## src/rtl/timer_pkg.sv

```systemverilog
// Shared types and constants for the interval timer slice.
package timer_pkg;

  typedef enum logic [0:0] {
    IDLE = 1'b0,
    RUN  = 1'b1
  } timer_state_t;

  localparam logic MODE_ONESHOT  = 1'b0;
  localparam logic MODE_PERIODIC = 1'b1;

endpackage

```

## src/rtl/tick_prescaler.sv

```systemverilog
// Divides clk into one tick every PRESCALE enabled cycles; clr_i restarts the phase.
module tick_prescaler #(
  parameter int PRESCALE = 1
) (
  input  logic clk,
  input  logic rst,
  input  logic clr_i,
  input  logic en_i,
  output logic tick_o
);

  localparam int PW = (PRESCALE > 1) ? $clog2(PRESCALE) : 1;
  localparam logic [PW-1:0] LAST = PW'(PRESCALE - 1);

  logic [PW-1:0] cnt_r;

  assign tick_o = en_i && (cnt_r == LAST);

  // Phase counter: wraps on tick so consecutive periods have no gap.
  always_ff @(posedge clk) begin
    if (rst) begin
      cnt_r <= {PW{1'b0}};
    end else if (clr_i) begin
      cnt_r <= {PW{1'b0}};
    end else if (en_i) begin
      if (cnt_r == LAST) begin
        cnt_r <= {PW{1'b0}};
      end else begin
        cnt_r <= cnt_r + PW'(1);
      end
    end else begin
      cnt_r <= cnt_r;
    end
  end

endmodule

```

## src/rtl/interval_timer.sv

```systemverilog
// Down-counting interval timer with one-shot/periodic modes and a tick prescaler.
module interval_timer
  import timer_pkg::*;
#(
  parameter int MAX_LOAD = 1000,
  parameter int PRESCALE = 1,
  localparam int W = $clog2(MAX_LOAD + 1)
) (
  input  logic         clk,
  input  logic         rst,
  input  logic         start_i,
  input  logic         stop_i,
  input  logic         periodic_i,
  input  logic [W-1:0] load_val_i,
  output logic [W-1:0] count_o,
  output logic         busy_o,
  output logic         expired_o,
  output logic         err_o
);

  localparam logic [W-1:0] MAX_W = W'(MAX_LOAD);
  localparam logic [W-1:0] ONE_W = W'(1);

  timer_state_t state_r;
  logic [W-1:0] reload_r;
  logic         mode_r;
  logic         start_ok_s;
  logic         start_bad_s;
  logic         presc_clr_s;
  logic         tick_s;
  logic [W-1:0] clamp_s;

  assign start_ok_s  = start_i && !stop_i && (load_val_i != {W{1'b0}});
  assign start_bad_s = start_i && !stop_i && (load_val_i == {W{1'b0}});
  assign presc_clr_s = stop_i || start_ok_s;
  assign clamp_s     = (load_val_i > MAX_W) ? MAX_W : load_val_i;
  assign busy_o      = (state_r == RUN);

  tick_prescaler #(
    .PRESCALE (PRESCALE)
  ) u_prescaler (
    .clk    (clk),
    .rst    (rst),
    .clr_i  (presc_clr_s),
    .en_i   (busy_o),
    .tick_o (tick_s)
  );

  // Control FSM and counter: stop beats start, start beats the tick.
  always_ff @(posedge clk) begin
    if (rst) begin
      state_r   <= IDLE;
      count_o   <= {W{1'b0}};
      reload_r  <= {W{1'b0}};
      mode_r    <= MODE_ONESHOT;
      expired_o <= 1'b0;
      err_o     <= 1'b0;
    end else begin
      expired_o <= 1'b0;
      err_o     <= start_bad_s;
      if (stop_i) begin
        state_r <= IDLE;
        count_o <= {W{1'b0}};
      end else if (start_ok_s) begin
        reload_r <= clamp_s;
        count_o  <= clamp_s;
        mode_r   <= periodic_i;
        state_r  <= RUN;
      end else begin
        case (state_r)
          RUN: begin
            if (tick_s && (count_o > ONE_W)) begin
              count_o <= count_o - ONE_W;
            end else if (tick_s && (count_o == ONE_W)) begin
              expired_o <= 1'b1;
              if (mode_r == MODE_PERIODIC) begin
                count_o <= reload_r;
              end else begin
                count_o <= {W{1'b0}};
                state_r <= IDLE;
              end
            end else begin
              count_o <= count_o;
            end
          end
          IDLE: begin
            state_r <= IDLE;
          end
          default: begin
            state_r <= IDLE;
            count_o <= {W{1'b0}};
          end
        endcase
      end
    end
  end

endmodule

```

## config.mk

```make
export PLATFORM = sky130hd
export DESIGN_NAME = interval_timer
export DESIGN_NICKNAME = d
export VERILOG_FILES = /design/src/rtl/timer_pkg.sv /design/src/rtl/tick_prescaler.sv /design/src/rtl/interval_timer.sv
export SDC_FILE = /design/constraint.sdc
export NUM_CORES = 1
export LEC_CHECK = 0
export ABC_AREA = 0
export BUFFER_PORTS_ARGS = -buffer_cell sky130_fd_sc_hd__buf_2
export CAP_MARGIN = 10
export CORE_ASPECT_RATIO = 0.6
export CORE_MARGIN = 3
export CORE_UTILIZATION = 49
export DETAILED_ROUTE_END_ITERATION = 12
export GPL_ROUTABILITY_DRIVEN = 1
export PLACE_DENSITY_LB_ADDON = 0.1
export SKIP_LAST_GASP = 1
export SLEW_MARGIN = 20
export SYNTH_ARGS = -nofsm -noshare
export SYNTH_HDL_FRONTEND = slang
export SYNTH_HIERARCHICAL = 1
export SYNTH_SLANG_ARGS = --single-unit
```

## constraint.sdc

```tcl
create_clock -name clk -period 2 [get_ports clk]
set_input_delay 0.2 -clock clk [delete_from_list [all_inputs] [get_ports clk]]
set_output_delay 0.2 -clock clk [all_outputs]
set_load 0.005 [all_outputs]
```

==> results of run 1 <==
worst min-delay path, cell delays in order:
cell and delay, ns:
buf_2 0.09, nand2_1 0.05, a21oi_1 0.05
where the power goes:
| part | total (mW) | leakage, nW | switching (mW) | internal [mW] |
|---|---|---|---|---|
| registers | 0.508 | 0.196 | 0.0142 | 0.493 |
| clock network | 0.438 | 0.0357 | 0.170 | 0.268 |
| logic | 0.171 | 0.512 | 0.0994 | 0.0720 |
layout make-up:
cell class / count / area, sq um / area share [%]
Clock inverter: 1 / 30.0 / 1.75
Inverter: 4 / 15.0 / 0.873
Sequential cell: 24 / 482 / 28.0
Multi-Input combinational cell: 140 / 860 / 50.0
Tap cell: 32 / 40.0 / 2.33
Timing Repair Buffer: 41 / 253 / 14.7
Clock buffer: 3 / 41.3 / 2.40
cell usage in the layout, fill, tap and decap left out, types with 3 or more instances in the layout:
master    count
nand3_1      24
nor4_1        4
a31oi_1       4
nand2_1      25
o221ai_1      3
a21oi_1      14
clkbuf_8      3
inv_1         4
nor3_1        4
o211ai_1      3
dfxtp_1      23
o21a_1        4
buf_2        27
o21ai_0       5
buf_4        13
xor2_1        5
nor2_1       10
worst paths after layout:
kind	from	end	cells past startpoint
max	count_o[3]	count_o[2]	6
min	periodic_i	mode_r	3
max reg2reg	count_o[3]	count_o[2]	6
min reg2reg	reload_r[8]	reload_r[8]	2
registers in the layout, summed over array words and instances, names as in the netlist:
| name | flops |
|---|---|
| reload_r | 10 |
| err_o | 1 |
| expired_o | 1 |
| count_o | 10 |
| busy_o | 1 |
| mode_r | 1 |
routing by layer:
metal | track usage, % | vias to the layer above | wire length [um]
met2 | 32.2 | 77 | 1480
met5 | 0 | - | 0
met4 | 6.38 | 0 | 23
met3 | 5.98 | 4 | 352
met1 | 35.9 | 668 | 1940
li1 | - | 728 | -
stage by stage:
stage | power [mW] | cell area (sq um) | instances | hold slack [ns] | setup slack [ns]
detailed placement | 0.683 | 1640 | 241 | 0.449 | 0.0887
global placement | 0.682 | 1640 | 241 | 0.445 | 0.0844
global route | 1.16 | 1720 | 245 | 0.170 | 0.00187
floorplan | 0.619 | 1390 | 178 | 0.269 | 0.111
finish | 1.12 | 1720 | 245 | 0.161 | 0.0807
CTS | 1.12 | 1710 | 245 | 0.155 | 0.0615
repair_timing:
action / in CTS / in global routing
setup endpoints to repair: 0 / 7
gates resized for setup: 0 / 4
hold endpoints to repair: 0 / 0
==> flow_summary_export.csv, run 1 <==
group,metric,value,unit
pwr,p_leak,0.744,nW
critical_path,max_stage_delay,0.38,ns
final_layout,finalNetCount,231,
critical_path,cp_cell_sequence,"nor3_1, buf_4, a41oi_1, mux2_1, a41o_1, a21oi_1",
critical_path,crit_type,"reg2reg",
sta,fin_worst_skew,0.00577,ns
die,die_y,47.3,um
status,status,"completed",
yosys,avgSynthCellArea,7.83,sq um
global_routing,grt_usage,23.6,%
cts,clk-insertion-delay-late,0.28,ns
routing,drc,0,
sta,fmax,521,MHz
placed_design,gp_congestion,0.863,
yosys,synth_cells,178,
yosys,yosys_warnings,6,
final_layout,syn_to_final_growth,23.4,%
die,start_util,53.4,%
critical_path,critPathRequiredTime,2.20,ns
sta,setup_viol,0,
global_routing,grt_max_degree,18,
critical_path,cp.arrival,2.12,ns
critical_path,critPathTopFamily,"compound AO/OA/AOI/OAI gates",
cts,clk_path_buf_depth,2,
sta,tightest_slew,0.815,ns
critical_path,critPathMaxFanout,6,
routing,via_per_inst,6.03,
routing,wl_per_cell,15.5,um
sta,rsz0062_at_grt,"no",
die,pin_count,28,
routing,wl,3.80,mm
sta,fin_crit,1.92,ns
final_layout,postLayoutCoreUtil,65.9,%
sta,fin_crit_sh,96.0,%
die,core_region_area,2610,sq um
global_routing,grt_pass1_wl,6.12,mm
placed_design,numPortBuffers,27,
sta,slew_viol_final,0,
pwr,ir_drop,484,uV
critical_path,start_kind,"flip-flop",
yosys,synth_area,1390,sq um
yosys,syn-num-nets,195,
routing,ant_nets,0,
global_routing,grt_pass1_vias,1285,
sta,slew-limit-headroom,45.4,%
die,rows,14,
global_routing,grt.overflow.total,0,
critical_path,critPathBufInv,1,
final_layout,num-fill-cells,227,
cts,cts_sinks,24,
cts,cts_buffers,3,
final_layout,layout-drive-gt1-share,25.8,%
pwr,pwr_density_cell,649,nW/um^2
cts,cts_hold_buf,0,
die,die_x,74.9,um
sta,hold_viol_final,0,
routing,drt_iter0_drc,124,
placed_design,dp_hpwl,2.91,mm
cts,h-tree-depth,1,
cts,cts.root.buffer_cell,"clkbuf_8",
final_layout,diodes,0,
routing,num_vias,1477,
cts,tritoncts,"yes",
routing,drt-pass1-iter-count,4,
critical_path,endpoint_kind,"flip-flop",
job,maxCapViolCount,0,
cts,cts_setup_buffers,0,
global_routing,antenna_found_initial,0,
cts,cts.clk_slew.worst_paths,0.09,ns
hold_path,hold_path.class,"in2reg",
sta,finalSetupTns,0,ns
die,die_area,3540,sq um
critical_path,reg2reg_slack,0.08,ns
critical_path,crit_slowest_cell,"dfxtp_1",
No activity file was read; power rests on OpenSTA's default activity.
==> run 2: changes to the inputs <==
--- a/config.mk
+++ b/config.mk
@@ -13,7 +13,7 @@
 export CORE_UTILIZATION = 49
 export DETAILED_ROUTE_END_ITERATION = 12
 export GPL_ROUTABILITY_DRIVEN = 1
-export PLACE_DENSITY_LB_ADDON = 0.1
+export PLACE_DENSITY = 0.75
 export SKIP_LAST_GASP = 1
 export SLEW_MARGIN = 20
 export SYNTH_ARGS = -nofsm -noshare
==> run 2 against run 1 <==
Compared with the run above: the run now ends with setup timing left; highest routed layer unchanged; clock skew decreased by 0.0020 ns; power decreased by 9.0%; cell count fell by 0.82%; largest power group unchanged; register-to-register slack worse by 0.08 ns; largest cell class unchanged; clock power fell by 22%; critical path depth did not move; die area unchanged; critical endpoint is now count_o[4]; final area is 1.6% lower.
==> flow_summary_export.csv, run 2 (same netlist as run 1, synthesis figures left out) <==
group,metric,value,unit
status,status,"complete, but fails checks",
status,failed_checks,"setup timing",
die,pin_count,28,
hold_path,hold_path.class,"in2reg",
routing,drc,0,
cts,h-tree-depth,1,
cts,cts_hold_buf,0,
cts,clk-insertion-delay-late,0.27,ns
routing,num_vias,1501,
routing,wl,4.01,mm
die,core_region_area,2610,sq um
routing,wl_per_cell,16.5,um
cts,cts_sinks,24,
pwr,p_leak,0.724,nW
final_layout,layout-drive-gt1-share,26.1,%
final_layout,final_common_cell,"buf_2",
routing,drt-pass1-iter-count,4,
sta,tightest_slew,0.581,ns
sta,slew-limit-headroom,61.1,%
die,die_y,47.3,um
global_routing,grt_max_degree,17,
sta,fin_crit_sh,100,%
cts,clk_path_buf_depth,2,
die,start_util,53.4,%
global_routing,grt_pass1_wl,6.38,mm
die,rows,14,
final_layout,fin_cells,243,
critical_path,critPathMaxFanout,8,
pwr,ir_drop,419,uV
placed_design,dp_hpwl,3.03,mm
sta,fin_crit,2.00,ns
placed_design,placed_cells,238,
die,die_area,3540,sq um
pwr,pwr_density_cell,601,nW/um^2
global_routing,grt_usage,24.2,%
sta,fmax,500,MHz
cts,tritoncts,"yes",
sta,hold_viol_final,0,
sta,fin_worst_skew,0.00377,ns
final_layout,syn_to_final_growth,21.5,%
cts,cts_setup_buffers,0,
sta,slew_viol_final,0,
placed_design,numPortBuffers,27,
critical_path,cp.arrival,2.15,ns
critical_path,endpoint_kind,"flip-flop",
job,maxCapViolCount,0,
die,die_x,74.9,um
sta,finalSetupTns,-0.000496,ns
cts,cts.root.buffer_cell,"clkbuf_8",
routing,ant_nets,0,
critical_path,crit_slowest_cell,"o41ai_4",
critical_path,start_kind,"flip-flop",
routing,via_per_inst,6.18,
global_routing,antenna_found_initial,0,
placed_design,gp_congestion,0.973,
sta,setup_viol,1,
critical_path,crit_type,"reg2reg",
final_layout,postLayoutCoreUtil,64.9,%
final_layout,diodes,0,
final_layout,mostFrequentLayoutCells,"buf_2, nand2_1, nand3_1",
critical_path,max_stage_delay,0.48,ns
critical_path,critPathRequiredTime,2.15,ns
sta,rsz0062_at_grt,"yes",
sta,worst_slack,-0.000496,ns
final_layout,num-fill-cells,233,
global_routing,grt_pass1_vias,1341,
cts,cts.clk_slew.worst_paths,0.09,ns
cts,cts_buffers,3,
routing,drt_iter0_drc,124,
final_layout,finalNetCount,229,
final_layout,largestRegisters,"count_o x10, reload_r x10",
global_routing,grt.overflow.total,0,
cts,cts_resized,0,
critical_path,cp_cell_sequence,"or3_4, o41ai_4, buf_6, a21oi_1, a31oi_1, o221ai_1",
## run 2: through the flow
step | power [mW] | setup slack (ns) | area [sq um] | hold WS, ns
finish | 1.02 | -0.000496 | 1690 | 0.162
floorplan | 0.619 | 0.111 | 1390 | 0.269
detailed placement | 0.678 | 0.0125 | 1600 | 0.455
global placement | 0.674 | 0.0668 | 1600 | 0.447
global route | 1.06 | -0.0187 | 1690 | 0.174
CTS | 1.01 | 0.000912 | 1660 | 0.165
## run 2: power by group
part	switching (mW)	internal, mW
registers	0.0173	0.493
logic	0.0959	0.0691
clock network	0.165	0.176
## run 2: final cells by class
type,count,area [sq um],area share (%)
multi-input cells,140,871,51.4
well taps,32,40.0,2.37
clock buffers,4,55.1,3.25
flip-flops and latches,24,483,28.5
inverters,4,15.0,0.887
repair buffers,39,229,13.5
## run 2: metal layers
layer | share of wire [%] | track usage (%) | wire length, um | vias up
li1 | - | - | - | 724
met1 | 47 | 34.0 | 1890 | 696
met2 | 43 | 36.7 | 1740 | 76
met3 | 8.6 | 5.98 | 343 | 5
met4 | 0.85 | 7.80 | 34 | 0
met5 | 0 | 0 | 0 | -
## run 2: path summary, 6_finish.rpt
path	start	to	slack [ns]	cells past startpoint
worst max-delay path	count_o[2]	count_o[4]	-0.0005	6
worst min-delay path	periodic_i	mode_r	0.16	3
worst max register to register	count_o[2]	count_o[4]	-0.0005	6
worst min register to register	reload_r[2]	reload_r[2]	0.47	2
## run 2: critical path: cells and delay by family (launching register included)
kind / cells / cell delay [ns]
AO/OA/AOI/OAI: 4 / 0.87
buffers and inverters: 1 / 0.20
flip-flops: 1 / 0.38
AND/OR/NAND/NOR: 1 / 0.42
